[src/rtl/bin_video_pattern_gen_pkg.sv]
// Shared types and constants for the binary video pattern generator.
package bin_video_pkg;

  typedef enum logic [1:0] {
    PAT_CHECK  = 2'd0,
    PAT_BORDER = 2'd1,
    PAT_DOT    = 2'd2,
    PAT_NOISE  = 2'd3
  } pat_t;

  typedef enum logic {
    ST_IDLE = 1'b0,
    ST_RUN  = 1'b1
  } state_t;

  localparam logic [15:0] LFSR_SEED = 16'hACE1;

  function automatic logic [15:0] lfsr_next(input logic [15:0] l);
    logic fb;
    fb = l[0] ^ l[2] ^ l[3] ^ l[5];
    return {fb, l[15:1]};
  endfunction

endpackage

[src/rtl/bin_video_pattern_gen_lfsr16_gen.sv]
// 16-bit Fibonacci LFSR with synchronous seed load and step enable.
module lfsr16_gen
  import bin_video_pkg::*;
(
  input  logic        clk,
  input  logic        rst_n,
  input  logic        seed_load,
  input  logic        step,
  output logic [15:0] q
);

  always_ff @(posedge clk or negedge rst_n) begin
    if (!rst_n) begin
      q <= LFSR_SEED;
    end else if (seed_load) begin
      q <= LFSR_SEED;
    end else if (step) begin
      q <= lfsr_next(q);
    end
  end

endmodule

[src/rtl/bin_video_pattern_gen.sv]
// 1-bit video frame source: raster counters, run/idle FSM and test-pattern decode.
module bin_video_pattern_gen
  import bin_video_pkg::*;
#(
  parameter int IMG_WIDTH  = 1920,
  parameter int IMG_HEIGHT = 1080,
  parameter int H_BLANK    = 280,
  parameter int V_BLANK    = 45,
  parameter int VS_LINES   = 5,
  parameter int CELL_LOG2  = 3
) (
  input  logic       video_clk,
  input  logic       rst_n,
  input  logic       gen_en,
  input  logic [1:0] pattern_sel,
  output logic       video_vs,
  output logic       video_de,
  output logic       video_data,
  output logic       frame_done
);

  localparam logic [11:0] H_MAX  = 12'(IMG_WIDTH + H_BLANK - 1);
  localparam logic [11:0] V_MAX  = 12'(V_BLANK + IMG_HEIGHT - 1);
  localparam logic [11:0] X_LAST = 12'(IMG_WIDTH - 1);
  localparam logic [11:0] Y_LAST = 12'(IMG_HEIGHT - 1);
  localparam logic [11:0] VB     = 12'(V_BLANK);
  localparam logic [11:0] VSL    = 12'(VS_LINES);
  localparam logic [11:0] W      = 12'(IMG_WIDTH);

  state_t      state, state_next;
  logic [11:0] h_cnt, v_cnt, h_next, v_next;
  pat_t        pat_q;
  logic [15:0] lfsr_q;
  logic [14:0] lfsr_unused;
  logic        run, line_end, frame_end, frame_start;
  logic        vs_d, de_d, data_d, pix;
  logic [11:0] x, y;

  assign run         = (state == ST_RUN);
  assign line_end    = (h_cnt == H_MAX);
  assign frame_end   = line_end && (v_cnt == V_MAX);
  assign frame_start = run && (h_cnt == '0) && (v_cnt == '0);
  assign x           = h_cnt;
  assign y           = v_cnt - VB;
  assign lfsr_unused = lfsr_q[15:1];

  always_comb begin
    state_next = state;
    h_next     = h_cnt;
    v_next     = v_cnt;
    case (state)
      ST_IDLE: begin
        h_next = '0;
        v_next = '0;
        if (gen_en) state_next = ST_RUN;
      end
      ST_RUN: begin
        if (frame_end) begin
          h_next = '0;
          v_next = '0;
          if (!gen_en) state_next = ST_IDLE;
        end else if (line_end) begin
          h_next = '0;
          v_next = v_cnt + 12'd1;
        end else begin
          h_next = h_cnt + 12'd1;
        end
      end
      default: begin
        state_next = ST_IDLE;
        h_next     = '0;
        v_next     = '0;
      end
    endcase
  end

  always_comb begin
    vs_d = run && (v_cnt < VSL);
    de_d = run && (v_cnt >= VB) && (h_cnt < W);
    pix  = 1'b0;
    case (pat_q)
      PAT_CHECK:  pix = x[CELL_LOG2] ^ y[CELL_LOG2];
      PAT_BORDER: pix = (x == '0) || (x == X_LAST) || (y == '0) || (y == Y_LAST);
      PAT_DOT:    pix = (x[CELL_LOG2-1:0] == '0) && (y[CELL_LOG2-1:0] == '0);
      PAT_NOISE:  pix = lfsr_q[0];
      default:    pix = 1'b0;
    endcase
    data_d = de_d && pix;
  end

  // LFSR steps only on active pixels so every frame replays the same noise.
  lfsr16_gen u_lfsr (
    .clk       (video_clk),
    .rst_n     (rst_n),
    .seed_load (frame_start),
    .step      (de_d),
    .q         (lfsr_q)
  );

  always_ff @(posedge video_clk or negedge rst_n) begin
    if (!rst_n) begin
      state <= ST_IDLE;
      h_cnt <= '0;
      v_cnt <= '0;
      pat_q <= PAT_CHECK;
    end else begin
      state <= state_next;
      h_cnt <= h_next;
      v_cnt <= v_next;
      if (frame_start) pat_q <= pat_t'(pattern_sel);
    end
  end

  always_ff @(posedge video_clk or negedge rst_n) begin
    if (!rst_n) begin
      video_vs   <= 1'b0;
      video_de   <= 1'b0;
      video_data <= 1'b0;
      frame_done <= 1'b0;
    end else begin
      video_vs   <= vs_d;
      video_de   <= de_d;
      video_data <= data_d;
      frame_done <= run && frame_end;
    end
  end

endmodule

[config.mk]
export PLATFORM = sky130hd
export DESIGN_NAME = bin_video_pattern_gen
export DESIGN_NICKNAME = d
export VERILOG_FILES = /design/src/rtl/bin_video_pattern_gen_pkg.sv /design/src/rtl/bin_video_pattern_gen_lfsr16_gen.sv /design/src/rtl/bin_video_pattern_gen.sv
export SDC_FILE = /design/constraint.sdc
export NUM_CORES = 1
export LEC_CHECK = 0
export BUFFER_PORTS_ARGS = -buffer_cell sky130_fd_sc_hd__buf_4
export CAP_MARGIN = 10
export CELL_PAD_IN_SITES_DETAIL_PLACEMENT = 0
export CELL_PAD_IN_SITES_GLOBAL_PLACEMENT = 2
export CORE_UTILIZATION = 35
export DETAILED_ROUTE_END_ITERATION = 6
export HOLD_SLACK_MARGIN = 0.02
export PLACE_DENSITY_LB_ADDON = 0.1
export SLEW_MARGIN = 10
export SYNTH_ARGS = -nofsm -noshare
export SYNTH_HDL_FRONTEND = slang
export SYNTH_SLANG_ARGS = --single-unit
export TNS_END_PERCENT = 20
[constraint.sdc]
create_clock -name video_clk -period 2 [get_ports video_clk]
set_input_delay 0.6 -clock video_clk [delete_from_list [all_inputs] [get_ports video_clk]]
set_output_delay 0.6 -clock video_clk [all_outputs]
set_load 0.01 [all_outputs]
==> impl_results.md <==
* Outcome: finished with violations
* Failing checks: negative setup slack
* Remaining antenna violation count at 0
* P_leak at 0.00142 uW
* Hold-fix buffers, CTS at 0
* Relative slew slack at 0.598
* Register area at 0.00119 mm2
* Synth cell count leaders: nand2_1 (45), dfrtp_1 (39), nor2_1 (26)
* Layout cells sized above 1 at 0.280
* # port buffers at 8
* Vias per inst at 4.95
* Final hold slack at 0.287 ns
* PD cells at 487 mW/mm2
* Total die area at 0.00779 mm2
* Synth unique cells at 54
* Critical path's slowest cell: or4_4
* Synth top area share at 0.375
* Synthesized netlist net count at 294
* Clock Sinks at 47
* FP Rows at 31
* Core area at 0.00721 mm2
* Worst setup margin at -0.00876 ns
* Initial antenna violation count at 0
* First-pass GRT wire length at 10,400 um
* Filler Cell Count at 718
* Placer Congestion at 0.788
* Total Power at 1590 uW
* Area grow syn2layout at 25.0%
* Final hold violations at 0
* Period utilisation layout at 1.00
* Hpwl dp at 4470 um
* Detailed-route wire length at 6130 um
* Chip Height at 88.3 um
* GR Overflow Total at 0
* Post-Synthesis Cells at 283
* Critical Path, Cell by Cell: buf_6 > or4_4 > or4_4 > a2111oi_4 > a41oi_2 > o22ai_2
* Chip width at 88.3 um
* Yosys synthesis warning count at 0
* CTS buffer count at 5
* Final setup viols at 1
* Mapped cell area at 0.00260 mm2
* Multi-input combinational cell area at 0.00140 mm2
* CTS tree: yes
* Overall routing resource usage at 0.175
* Worst VDD drop at 273 uV
* Clk_lat worst skew at 0.31 ns
* Via count at 2,114
* Yosys reg bits at 47
* Wire per inst at 14.3 um
* Antenna fix cells at 0
* Max-cap check violation count at 0
* CP Launch Type: register
* Register area share after synthesis at 0.455
* Max clock buf depth at 2
* RSZ-0062 raised after global routing: yes
* Leading area contributor after synthesis: dfrtp_1
* Max incr delay on CP at 0.47 ns
* H-tree depth at 2
* Critical path class: register to register
* Final nets at 338
* Max Freq at 498 MHz
* Arr. time, crit path at 2.24 ns
* Clk slew on worst S/H paths at 0.09 ns
* Worst-margin pin slew at 0.604 ns
* Largest net degree at the start of global routing at 48
* Most area-consuming cells after synthesis: dfrtp_1 (37%), dfstp_2 (8.1%), nand2_1 (6.5%), xor2_1 (4.7%), nor2_1 (3.7%)
* Iter 0 DRT Violations at 87
* CP most frequent cell: or4_4
* Post-synth EDFFs at 0
* Most common cell in the synthesized netlist: nand2_1
* Min-delay worst type: primary input to async pin
* Fraction of registers with async set/reset at 1.00
* Ys flop type: dfrtp_1
* Skew final at 0.0113 ns
* Placed Instances at 415
* Utilization after layout at 0.451
* Worst setup EP type: register
* CP Max Fanout at 5
* Slew Viols, Final at 0
* Starting Density at 0.361
* Syn Area/Cell at 9.20 um2
* Post-Layout Cell Count at 427
* Pre-Repair DR Iteration Count at 4
* Final min period at 2.01 ns
* Root buffer cell: clkbuf_8
* Io pins at 9
* Critical path required time at 2.23 ns
* Vias in the first global route at 2,015
* DRC Markers at 0
* Total Neg Setup Slack at -0.00876 ns
final timing paths:
check / from / to / slack, ns / cells after the start
max: v_cnt[8] / video_data / -0.009 / 6
min: rst_n / v_cnt[3] / 0.29 / 1
max reg2reg: v_cnt[8] / video_data / -0.009 / 6
min reg2reg: u_lfsr.q[11] / u_lfsr.q[10] / 0.46 / 2
max in group asynchronous: rst_n / v_cnt[0] / 1.26 / 1
min in group video_clk: u_lfsr.q[11] / u_lfsr.q[10] / 0.46 / 2
registers in the layout (all words and copies together) (netlist names):
register    cells
u_lfsr.q       16
h_cnt          12
v_cnt          12
pat_q           2
frame_done      1
run             1
video_data      1
video_de        1
video_vs        1
area by class of cell:
cell class | count | area share
multi-input cells | 212 | 0.431
flip-flops and latches | 47 | 0.365
repair buffers | 52 | 0.127
well taps | 99 | 0.0380
clock buffers | 5 | 0.0211
inverters | 9 | 0.0108
clock inverters | 3 | 0.00730
cells in the final DEF (no fill, tap or decap), types with 2 or more instances in the layout:
master and count:
a21o_1 2, a21oi_1 11, and2_1 4, and3_1 5
and4_1 2, buf_2 2, buf_4 45, buf_6 4
clkbuf_8 5, clkinvlp_4 2, dfrtp_1 38, dfstp_2 8
ha_1 5, inv_1 8, mux2i_1 2, nand2_1 45
nand2b_1 6, nand3_1 4, nand3b_1 3, nand4_1 12
nand4b_1 2, nor2_1 26, nor2b_1 3, nor4_4 2
nor4b_1 2, o21ai_0 19, or3_1 4, or3_4 3
or4_4 2, xnor2_1 8, xor2_1 14
power breakdown:
| part | internal (uW) | switching [uW] | leakage [uW] |
|---|---|---|---|
| Sequential | 952 | 2.42 | 0.000598 |
| Combinational | 8.74 | 22.0 | 0.000784 |
| Clock | 250 | 350 | 0.0000408 |
critical path, delay by kind of cell, from the launching register on:
kind                   cells  cell delay [ns]
AND/OR/NAND/NOR            2             0.93
AO/OA/AOI/OAI              3             0.49
flip-flops                 1             0.39
buffers and inverters      1             0.12
cell families (layout without fill, tap and decap cells):
| family | count (synthesis) | after routing | share of synthesized area |
|---|---|---|---|
| AO/OA/AOI/OAI | 44 | 44 | 0.107 |
| flip-flops | 47 | 47 | 0.455 |
| AND/OR/NAND/NOR | 137 | 137 | 0.284 |
| multiplexers | 3 | 3 | 0.0120 |
| buffers and inverters | 24 | 69 | 0.0389 |
| XOR/XNOR | 22 | 22 | 0.0740 |
| adder cells (fa/ha/maj) | 6 | 6 | 0.0288 |
timing repair:
item,CTS,global route
setup endpoints to repair,12,30
gates resized for setup,2,8
pin swaps,0,4
gates cloned,0,2
setup buffers,0,2
through the flow:
step	setup WS (ns)	area [um2]
floorplan	-0.0180	2660
global placement	-0.0298	3090
detailed placement	-0.00748	3090
CTS	-0.0174	3190
global route	-0.0718	3260
finish	-0.00876	3260
metal layers:
metal | global-route usage | vias to the layer above | wire length [um]
li1 | - | 1067 | -
met1 | 0.262 | 1020 | 3210
met2 | 0.260 | 21 | 2700
met3 | 0.0308 | 6 | 155
met4 | 0.0469 | 0 | 64
met5 | 0 | - | 0
(Power assumes the default switching activity.)
